==> config.mk <==
export PLATFORM = sky130hd
export DESIGN_NAME = mm_tile_controller
export DESIGN_NICKNAME = d
export VERILOG_FILES = /design/src/rtl/mm_tile_controller.sv
export SDC_FILE = /design/constraint.sdc
export NUM_CORES = 1
export LEC_CHECK = 0
export BUFFER_PORTS_ARGS = -buffer_cell sky130_fd_sc_hd__buf_2
export CORE_UTILIZATION = 40
export CTS_BUF_LIST = sky130_fd_sc_hd__clkbuf_4 sky130_fd_sc_hd__clkbuf_8 sky130_fd_sc_hd__clkbuf_16
export CTS_CLUSTER_SIZE = 16
export DETAILED_ROUTE_END_ITERATION = 12
export PLACE_DENSITY_LB_ADDON = 0.1
export SYNTH_ARGS = -nofsm -noshare
export SYNTH_HDL_FRONTEND = slang
export SYNTH_SLANG_ARGS = --single-unit
==> constraint.sdc <==
create_clock -name clk_i -period 3.1 [get_ports clk_i]
set_input_delay 0.155 -clock clk_i [delete_from_list [all_inputs] [get_ports clk_i]]
set_output_delay 0.155 -clock clk_i [all_outputs]
set_load 0.01 [all_outputs]
==> src/rtl/mm_tile_controller.sv <==
// Tiled matrix-multiply controller: sequences SxS tiles over an MxN result, streams K operand words per tile
// and drains each tile to buffer P through a decoupled writer. Optional counters: MM_TILE_CTRL_PERF_EN.
module mm_tile_controller #(
  parameter int ARRAY_SIZE = 8,
  parameter int ADDR_WIDTH = 16,
  parameter int OUTPUT_LAT = 3
) (
  input  logic                          clk_i,
  input  logic                          rst_ni,
  input  logic                          start_i,
  input  logic [ADDR_WIDTH-1:0]         m_i,
  input  logic [ADDR_WIDTH-1:0]         k_i,
  input  logic [ADDR_WIDTH-1:0]         n_i,
  input  logic [ADDR_WIDTH-1:0]         base_a_i,
  input  logic [ADDR_WIDTH-1:0]         base_b_i,
  input  logic [ADDR_WIDTH-1:0]         base_p_i,
  output logic                          busy_o,
  output logic                          done_o,
  output logic                          err_o,
  output logic                          pe_clr_o,
  output logic                          pe_we_o,
  output logic                          ensys_o,
  output logic                          bubble_o,
  output logic                          ena_o,
  output logic                          enb_o,
  output logic [ADDR_WIDTH-1:0]         addra_o,
  output logic [ADDR_WIDTH-1:0]         addrb_o,
  output logic                          enp_o,
  output logic                          wep_o,
  output logic [ADDR_WIDTH-1:0]         addrp_o,
  output logic [$clog2(ARRAY_SIZE)-1:0] wordp_sel_o,
  output logic [$clog2(ARRAY_SIZE)-1:0] datap_sel_o
`ifdef MM_TILE_CTRL_PERF_EN
  ,
  output logic [31:0]                   cyc_cnt_o,
  output logic [31:0]                   stall_cnt_o
`endif
);

  localparam int AW    = ADDR_WIDTH;
  localparam int SEL_W = $clog2(ARRAY_SIZE);
  localparam int TW    = SEL_W + 1;
  localparam int CW    = $clog2(OUTPUT_LAT + ARRAY_SIZE + 1);
  localparam logic [TW-1:0] S_TW = TW'(ARRAY_SIZE);
  localparam logic [AW-1:0] S_AW = AW'(ARRAY_SIZE);

  typedef enum logic [1:0] {IDLE, BUSY, DONE} state_t;
  typedef enum logic [1:0] {W_IDLE, W_WAIT, W_BUSY, W_DONE} wstate_t;

  state_t        state;
  wstate_t       wstate;
  logic [AW-1:0] batch_cycle;
  logic [AW-1:0] row_tile;
  logic [AW-1:0] col_tile;
  logic [AW-1:0] row_off;
  logic [AW-1:0] col_off;
  logic          all_read_done;
  logic          err;

  // Tile geometry travels alongside pe_we_o so the writer latches the tile that just finished.
  logic [TW-1:0] tm_pipe;
  logic [TW-1:0] tn_pipe;
  logic          last_pipe;

  logic [TW-1:0] wtm;
  logic [TW-1:0] wtn;
  logic          wlast;
  logic [CW-1:0] wcnt;
  logic [AW-1:0] addrp;

  logic          zero_dim;
  logic          start_go;
  logic [AW-1:0] tmax;
  logic          last_batch;
  logic          last_row;
  logic          last_col;
  logic          at_we;
  logic          rd_ok;
  logic          stall;
  logic          rd_en;
  logic [TW-1:0] cur_tm;
  logic [TW-1:0] cur_tn;
  logic          wait_last;
  logic          wbusy_last;

  assign zero_dim   = (m_i == '0) || (k_i == '0) || (n_i == '0);
  assign start_go   = (state == IDLE) && start_i && !zero_dim;
  assign tmax       = (k_i > S_AW) ? k_i : S_AW;
  assign last_batch = (batch_cycle == tmax - AW'(1));
  assign last_row   = (row_tile == ((m_i - AW'(1)) >> SEL_W));
  assign last_col   = (col_tile == ((n_i - AW'(1)) >> SEL_W));
  assign at_we      = (batch_cycle == k_i - AW'(1));
  assign rd_ok      = (state == BUSY) && !all_read_done;
  // Only the pe_we cycle may stall: a new tile result cannot be latched while the writer still drains.
  assign stall      = rd_ok && at_we && (wstate != W_IDLE);
  assign rd_en      = rd_ok && !stall;

  assign cur_tm = (last_row && (m_i[SEL_W-1:0] != '0)) ? {1'b0, m_i[SEL_W-1:0]} : S_TW;
  assign cur_tn = (last_col && (n_i[SEL_W-1:0] != '0)) ? {1'b0, n_i[SEL_W-1:0]} : S_TW;

  assign wait_last  = (wcnt == CW'(OUTPUT_LAT) + CW'(wtm) - CW'(1));
  assign wbusy_last = (wcnt == CW'(wtn) - CW'(1));

  assign busy_o      = (state == BUSY);
  assign done_o      = (state == DONE);
  assign err_o       = err;
  assign enp_o       = (wstate == W_BUSY);
  assign wep_o       = (wstate == W_BUSY);
  assign addrp_o     = addrp;
  assign wordp_sel_o = (wstate == W_BUSY) ? wcnt[SEL_W-1:0] : '0;
  assign datap_sel_o = wtm[SEL_W-1:0];

  // Main sequencer, tile/cycle counters and registered read-side outputs.
  always_ff @(posedge clk_i or negedge rst_ni) begin
    if (!rst_ni) begin
      state         <= IDLE;
      batch_cycle   <= '0;
      row_tile      <= '0;
      col_tile      <= '0;
      row_off       <= '0;
      col_off       <= '0;
      all_read_done <= 1'b0;
      err           <= 1'b0;
      tm_pipe       <= '0;
      tn_pipe       <= '0;
      last_pipe     <= 1'b0;
      ena_o         <= 1'b0;
      enb_o         <= 1'b0;
      ensys_o       <= 1'b0;
      pe_clr_o      <= 1'b0;
      pe_we_o       <= 1'b0;
      bubble_o      <= 1'b0;
      addra_o       <= '0;
      addrb_o       <= '0;
    end else begin
      ena_o     <= rd_en;
      enb_o     <= rd_en;
      ensys_o   <= rd_en;
      pe_clr_o  <= rd_en && (batch_cycle == '0);
      pe_we_o   <= rd_en && at_we;
      bubble_o  <= rd_en && (batch_cycle >= k_i);
      addra_o   <= rd_en ? (base_a_i + row_off + batch_cycle) : '0;
      addrb_o   <= rd_en ? (base_b_i + col_off + batch_cycle) : '0;
      tm_pipe   <= cur_tm;
      tn_pipe   <= cur_tn;
      last_pipe <= last_row && last_col;

      case (state)
        IDLE: begin
          if (start_i) begin
            if (zero_dim) begin
              state <= DONE;
              err   <= 1'b1;
            end else begin
              state         <= BUSY;
              err           <= 1'b0;
              batch_cycle   <= '0;
              row_tile      <= '0;
              col_tile      <= '0;
              row_off       <= '0;
              col_off       <= '0;
              all_read_done <= 1'b0;
            end
          end
        end
        BUSY: begin
          if (rd_en) begin
            if (last_batch) begin
              batch_cycle <= '0;
              if (last_col) begin
                col_tile <= '0;
                col_off  <= '0;
                if (last_row) begin
                  all_read_done <= 1'b1;
                end else begin
                  row_tile <= row_tile + AW'(1);
                  row_off  <= row_off + k_i;
                end
              end else begin
                col_tile <= col_tile + AW'(1);
                col_off  <= col_off + k_i;
              end
            end else begin
              batch_cycle <= batch_cycle + AW'(1);
            end
          end
          if (all_read_done && (wstate == W_DONE) && wlast) begin
            state <= DONE;
          end
        end
        DONE: begin
          if (!start_i) begin
            state <= IDLE;
          end
        end
        default: state <= IDLE;
      endcase
    end
  end

  // Result writer: waits for the array pipeline plus row skew, then emits tn contiguous P words.
  always_ff @(posedge clk_i or negedge rst_ni) begin
    if (!rst_ni) begin
      wstate <= W_IDLE;
      wtm    <= '0;
      wtn    <= '0;
      wlast  <= 1'b0;
      wcnt   <= '0;
      addrp  <= '0;
    end else begin
      if (start_go) begin
        addrp <= base_p_i;
      end else if (wstate == W_BUSY) begin
        addrp <= addrp + AW'(1);
      end

      case (wstate)
        W_IDLE: begin
          if (pe_we_o) begin
            wtm    <= tm_pipe;
            wtn    <= tn_pipe;
            wlast  <= last_pipe;
            wcnt   <= '0;
            wstate <= W_WAIT;
          end
        end
        W_WAIT: begin
          if (wait_last) begin
            wcnt   <= '0;
            wstate <= W_BUSY;
          end else begin
            wcnt <= wcnt + CW'(1);
          end
        end
        W_BUSY: begin
          if (wbusy_last) begin
            wcnt   <= '0;
            wstate <= W_DONE;
          end else begin
            wcnt <= wcnt + CW'(1);
          end
        end
        W_DONE:  wstate <= W_IDLE;
        default: wstate <= W_IDLE;
      endcase
    end
  end

`ifdef MM_TILE_CTRL_PERF_EN
  always_ff @(posedge clk_i or negedge rst_ni) begin
    if (!rst_ni) begin
      cyc_cnt_o   <= '0;
      stall_cnt_o <= '0;
    end else if (start_go) begin
      cyc_cnt_o   <= '0;
      stall_cnt_o <= '0;
    end else if (state == BUSY) begin
      if (cyc_cnt_o != '1) cyc_cnt_o <= cyc_cnt_o + 32'd1;
      if (stall && (stall_cnt_o != '1)) stall_cnt_o <= stall_cnt_o + 32'd1;
    end
  end
`endif

endmodule

==> results.md <==
* Vias in the first global route at approximately 12000
* Post-synth cell types at between 80 and 90
* Clk_lat worst skew at ~0.45 ns
* Dpl cell area at ~0.015 mm^2
* Final worst setup slack at -0.3021 ns
* Unrepaired setup endpoints after global routing: yes
* Critical path startpoint category: input port
* Fmax at 0.2939 GHz
* Cell internal pwr at 7.316 mW
* Power per cell area at 737.3 mW/mm^2
* Pre-CTS WS at -0.9276 ns
* Fin util at 54.95%
* Mapped Area at 0.01276 mm^2
* Failing checks: negative setup slack
* Comb power frac at 57.4%
* Worst hold path class: input port to flop
* Mapped Cells at 1432
* Core box area at 0.03147 mm^2
* # IOs at 164
* Switching power at 5.435 mW
* Total of max-cap violations at 0
* Router iterations before antenna repair at 5
* Final setup fails at 84
* Worst-path clk slew at 0.07 ns
* Fillers at 2886
* Die Width at approximately 180 um
* Via count at 12160
* Fin. max-slew vios at 0
* EDFF count, synth at 0
* CTS tree: done
* CTS max path bufs at 2
* Crit share post-route at 109.7%
* Commonest cells after routing, fill and taps aside: 199 x buf_4, 159 x buf_2, 157 x dfrtp_1
* Final GP Congestion at 0.8986
* DP HPWL at 28800 um
* Worst slew pin tran at 0.8438 ns
* Die area at 0.03261 mm^2
* # diodes at 0
* Yosys Warn Count at 0
* WP data required at 3.44 ns
* Syn Area/Cell at slightly below 9 um^2
* Total CTS buffers at 17
* Sw frac at 42.63%
* Nets@finish at 2023
* Register bit total from synthesis at 160
* DRC Markers at 0
* Fin crit period at about 3.4 ns
* DR WL/cell at 17.63 um
* GRT Total Usage at between 20% and 30%
* DRT Wirelength at 39060 um
* Final Hold Fails at 0
* Pleak at 8.052 nW
* Worst slew margin at 43.44%
* Status: finished with violations
* Post-route ant nets at 0
* Grt total ovfl at 0
* Max FO, Critical Path at 9
* CTS sink cnt at 160
* CP arrival at 3.74 ns
* FFs w/ async S/R, synth at 100.0%
* Initial DRC count at 649
* Commonest non-fill, non-tap cell in the layout: buf_4
* PortBufs at approximately 160
* FF/Latch Area at 0.004008 mm^2
* Final Skew at around 0.018 ns
* WS Path Type: input port to flop
* VDD IR max at 0.7549 mV
* Initial antenna violation count at 1
* Row count at 65
* First-pass GRT wire length at 62700 um
* Post-synth top flop: dfrtp_1
* Root Driver: clkbuf_16
* Starting density of the core at 40.53%
* Largest net degree at the start of global routing at 70
* Area of the multi-input gates at 0.008941 mm^2
* Synth Net Count at between 1500 and 2000
* DR vias/cell at 5.488
* Design Area, Final at 0.01729 mm^2
* Area Overhead vs Synth at 35.58%
* Crit end category: flop
* Seq/Total Area, Yosys at approximately a third
* Die Y at ~180 um
* Clock share of power at approximately 17%
* Flop pwr share at 25.6%
* Share of cells above drive strength 1 at 31.37%
* H-tree levels at 4
## synthesized netlist by cell type, types with 8 or more instances
cell / number / area share, %
a21o_1: 20 / 1.2
o211ai_1: 11 / 0.65
o21ai_0: 132 / 5.2
a21oi_1: 54 / 2.1
xor2_1: 69 / 4.7
o21a_1: 11 / 0.65
a211oi_1: 9 / 0.53
nor2b_1: 11 / 0.54
nor3_1: 58 / 2.3
and3_1: 37 / 1.8
fa_1: 34 / 5.3
o41ai_1: 8 / 0.55
xnor2_1: 58 / 4.0
mux2_2: 10 / 0.88
buf_4: 9 / 0.53
inv_1: 52 / 1.5
or3_1: 11 / 0.54
nand3_1: 46 / 1.8
nand2b_1: 24 / 1.2
nor4_1: 24 / 1.2
nand4_1: 24 / 1.2
and2_1: 20 / 0.98
dfrtp_1: 160 / 31
nand2_1: 111 / 3.3
o31ai_1: 41 / 2.4
clkbuf_1: 39 / 1.1
ha_1: 89 / 8.7
or4_1: 20 / 1.2
buf_2: 12 / 0.47
nor2_1: 96 / 2.8
## flip-flops by register name, summed over array words and instances, names as in the netlist, 2 cells and up
signal	count
addrb_o	16
wtm	4
row_off	16
col_off	16
addrp_o	16
wcnt	4
tn_pipe	4
row_tile	16
wtn	4
batch_cycle	16
tm_pipe	4
wstate	2
state	2
addra_o	16
col_tile	16
## cell type report
type,instances,share of cell area [%]
Clock buffer,17,2.460
Clock inverter,15,0.9333
Inverter,54,1.172
Multi-Input combinational cell,1156,51.70
Sequential cell,160,23.17
Tap cell,402,2.908
Timing Repair Buffer,412,17.65
## what timing repair did
item	in CTS	in global routing
gates cloned	6	3
endpoints found under the hold margin	86	0
setup endpoints to repair	87	89
gates resized for setup	162	45
buffers inserted	23	6
pin swaps	61	12
hold buffers	20	0
## critical path: stages
cell	delay, ns
buf_6	0.10
nor4_4	0.31
nand4_2	0.20
or2_4	0.31
nand2_2	0.08
ha_4	0.13
nor3b_2	0.18
buf_4	0.18
o41ai_1	0.11
nor4_1	0.23
o22ai_1	0.14
or4_4	0.44
nor4_4	0.23
buf_4	0.21
buf_6	0.12
a21o_4	0.21
nand2_8	0.11
o41ai_2	0.29
## through the flow
step | hold slack (ns) | setup TNS, ns | std cells | total power [mW]
floorplan | -0.1406 | -42.73 | 1432 | 7.551
global placement | 0.2120 | -55.80 | 2131 | 9.731
detailed placement | 0.2158 | -62.88 | 2131 | 9.841
CTS | 0.0009250 | -14.76 | 2212 | 12.61
global route | 0.005049 | -28.49 | 2216 | 13.82
finish | 0.01609 | -18.03 | 2216 | 12.75
## cells by family (layout without fill, tap and decap cells)
logic type               count (synthesis)  after routing  share of synthesized area, %
AND/OR/NAND/NOR                        528            529                         22.32
AO/OA/AOI/OAI                          360            361                         18.18
flip-flops                             160            160                         31.39
XOR/XNOR                               127            127                         8.720
adder cells (fa/ha/maj)                123            123                         14.07
buffers and inverters                  118            498                         3.972
multiplexers                            16             16                         1.354
## power by group through the flow
stage,clock network [mW],registers (mW),logic [mW]
after floorplan,0,3.32,4.23
after global placement,0,3.25,6.48
after detailed placement,0,3.27,6.57
after CTS,2.23,3.25,7.13
after global routing,2.31,3.34,8.17
final,2.17,3.26,7.32
## layer usage
metal,up-vias,wire [um],GRT usage (%)
met5,-,0,0
met2,297,18100,38.85
li1,5973,-,-
met3,45,1401,2.971
met4,0,932,8.274
met1,5846,18630,33.60
## worst paths after layout
| check | slack [ns] | startpoint | cells after the start | to |
|---|---|---|---|---|
| setup / recovery | -0.30 | k_i[6] | 18 | row_off[13] |
| hold / removal | 0.02 | n_i[2] | 2 | tn_pipe[2] |
| setup reg to reg | -0.24 | batch_cycle[1] | 14 | addrb_o[15] |
| hold reg to reg | 0.48 | tm_pipe[3] | 1 | wtm[3] |
| max in group asynchronous | 1.89 | rst_ni | 3 | addrb_o[4] |
| min in group asynchronous | 0.27 | rst_ni | 2 | addra_o[0] |
Power figures use the tool's default switching activity.
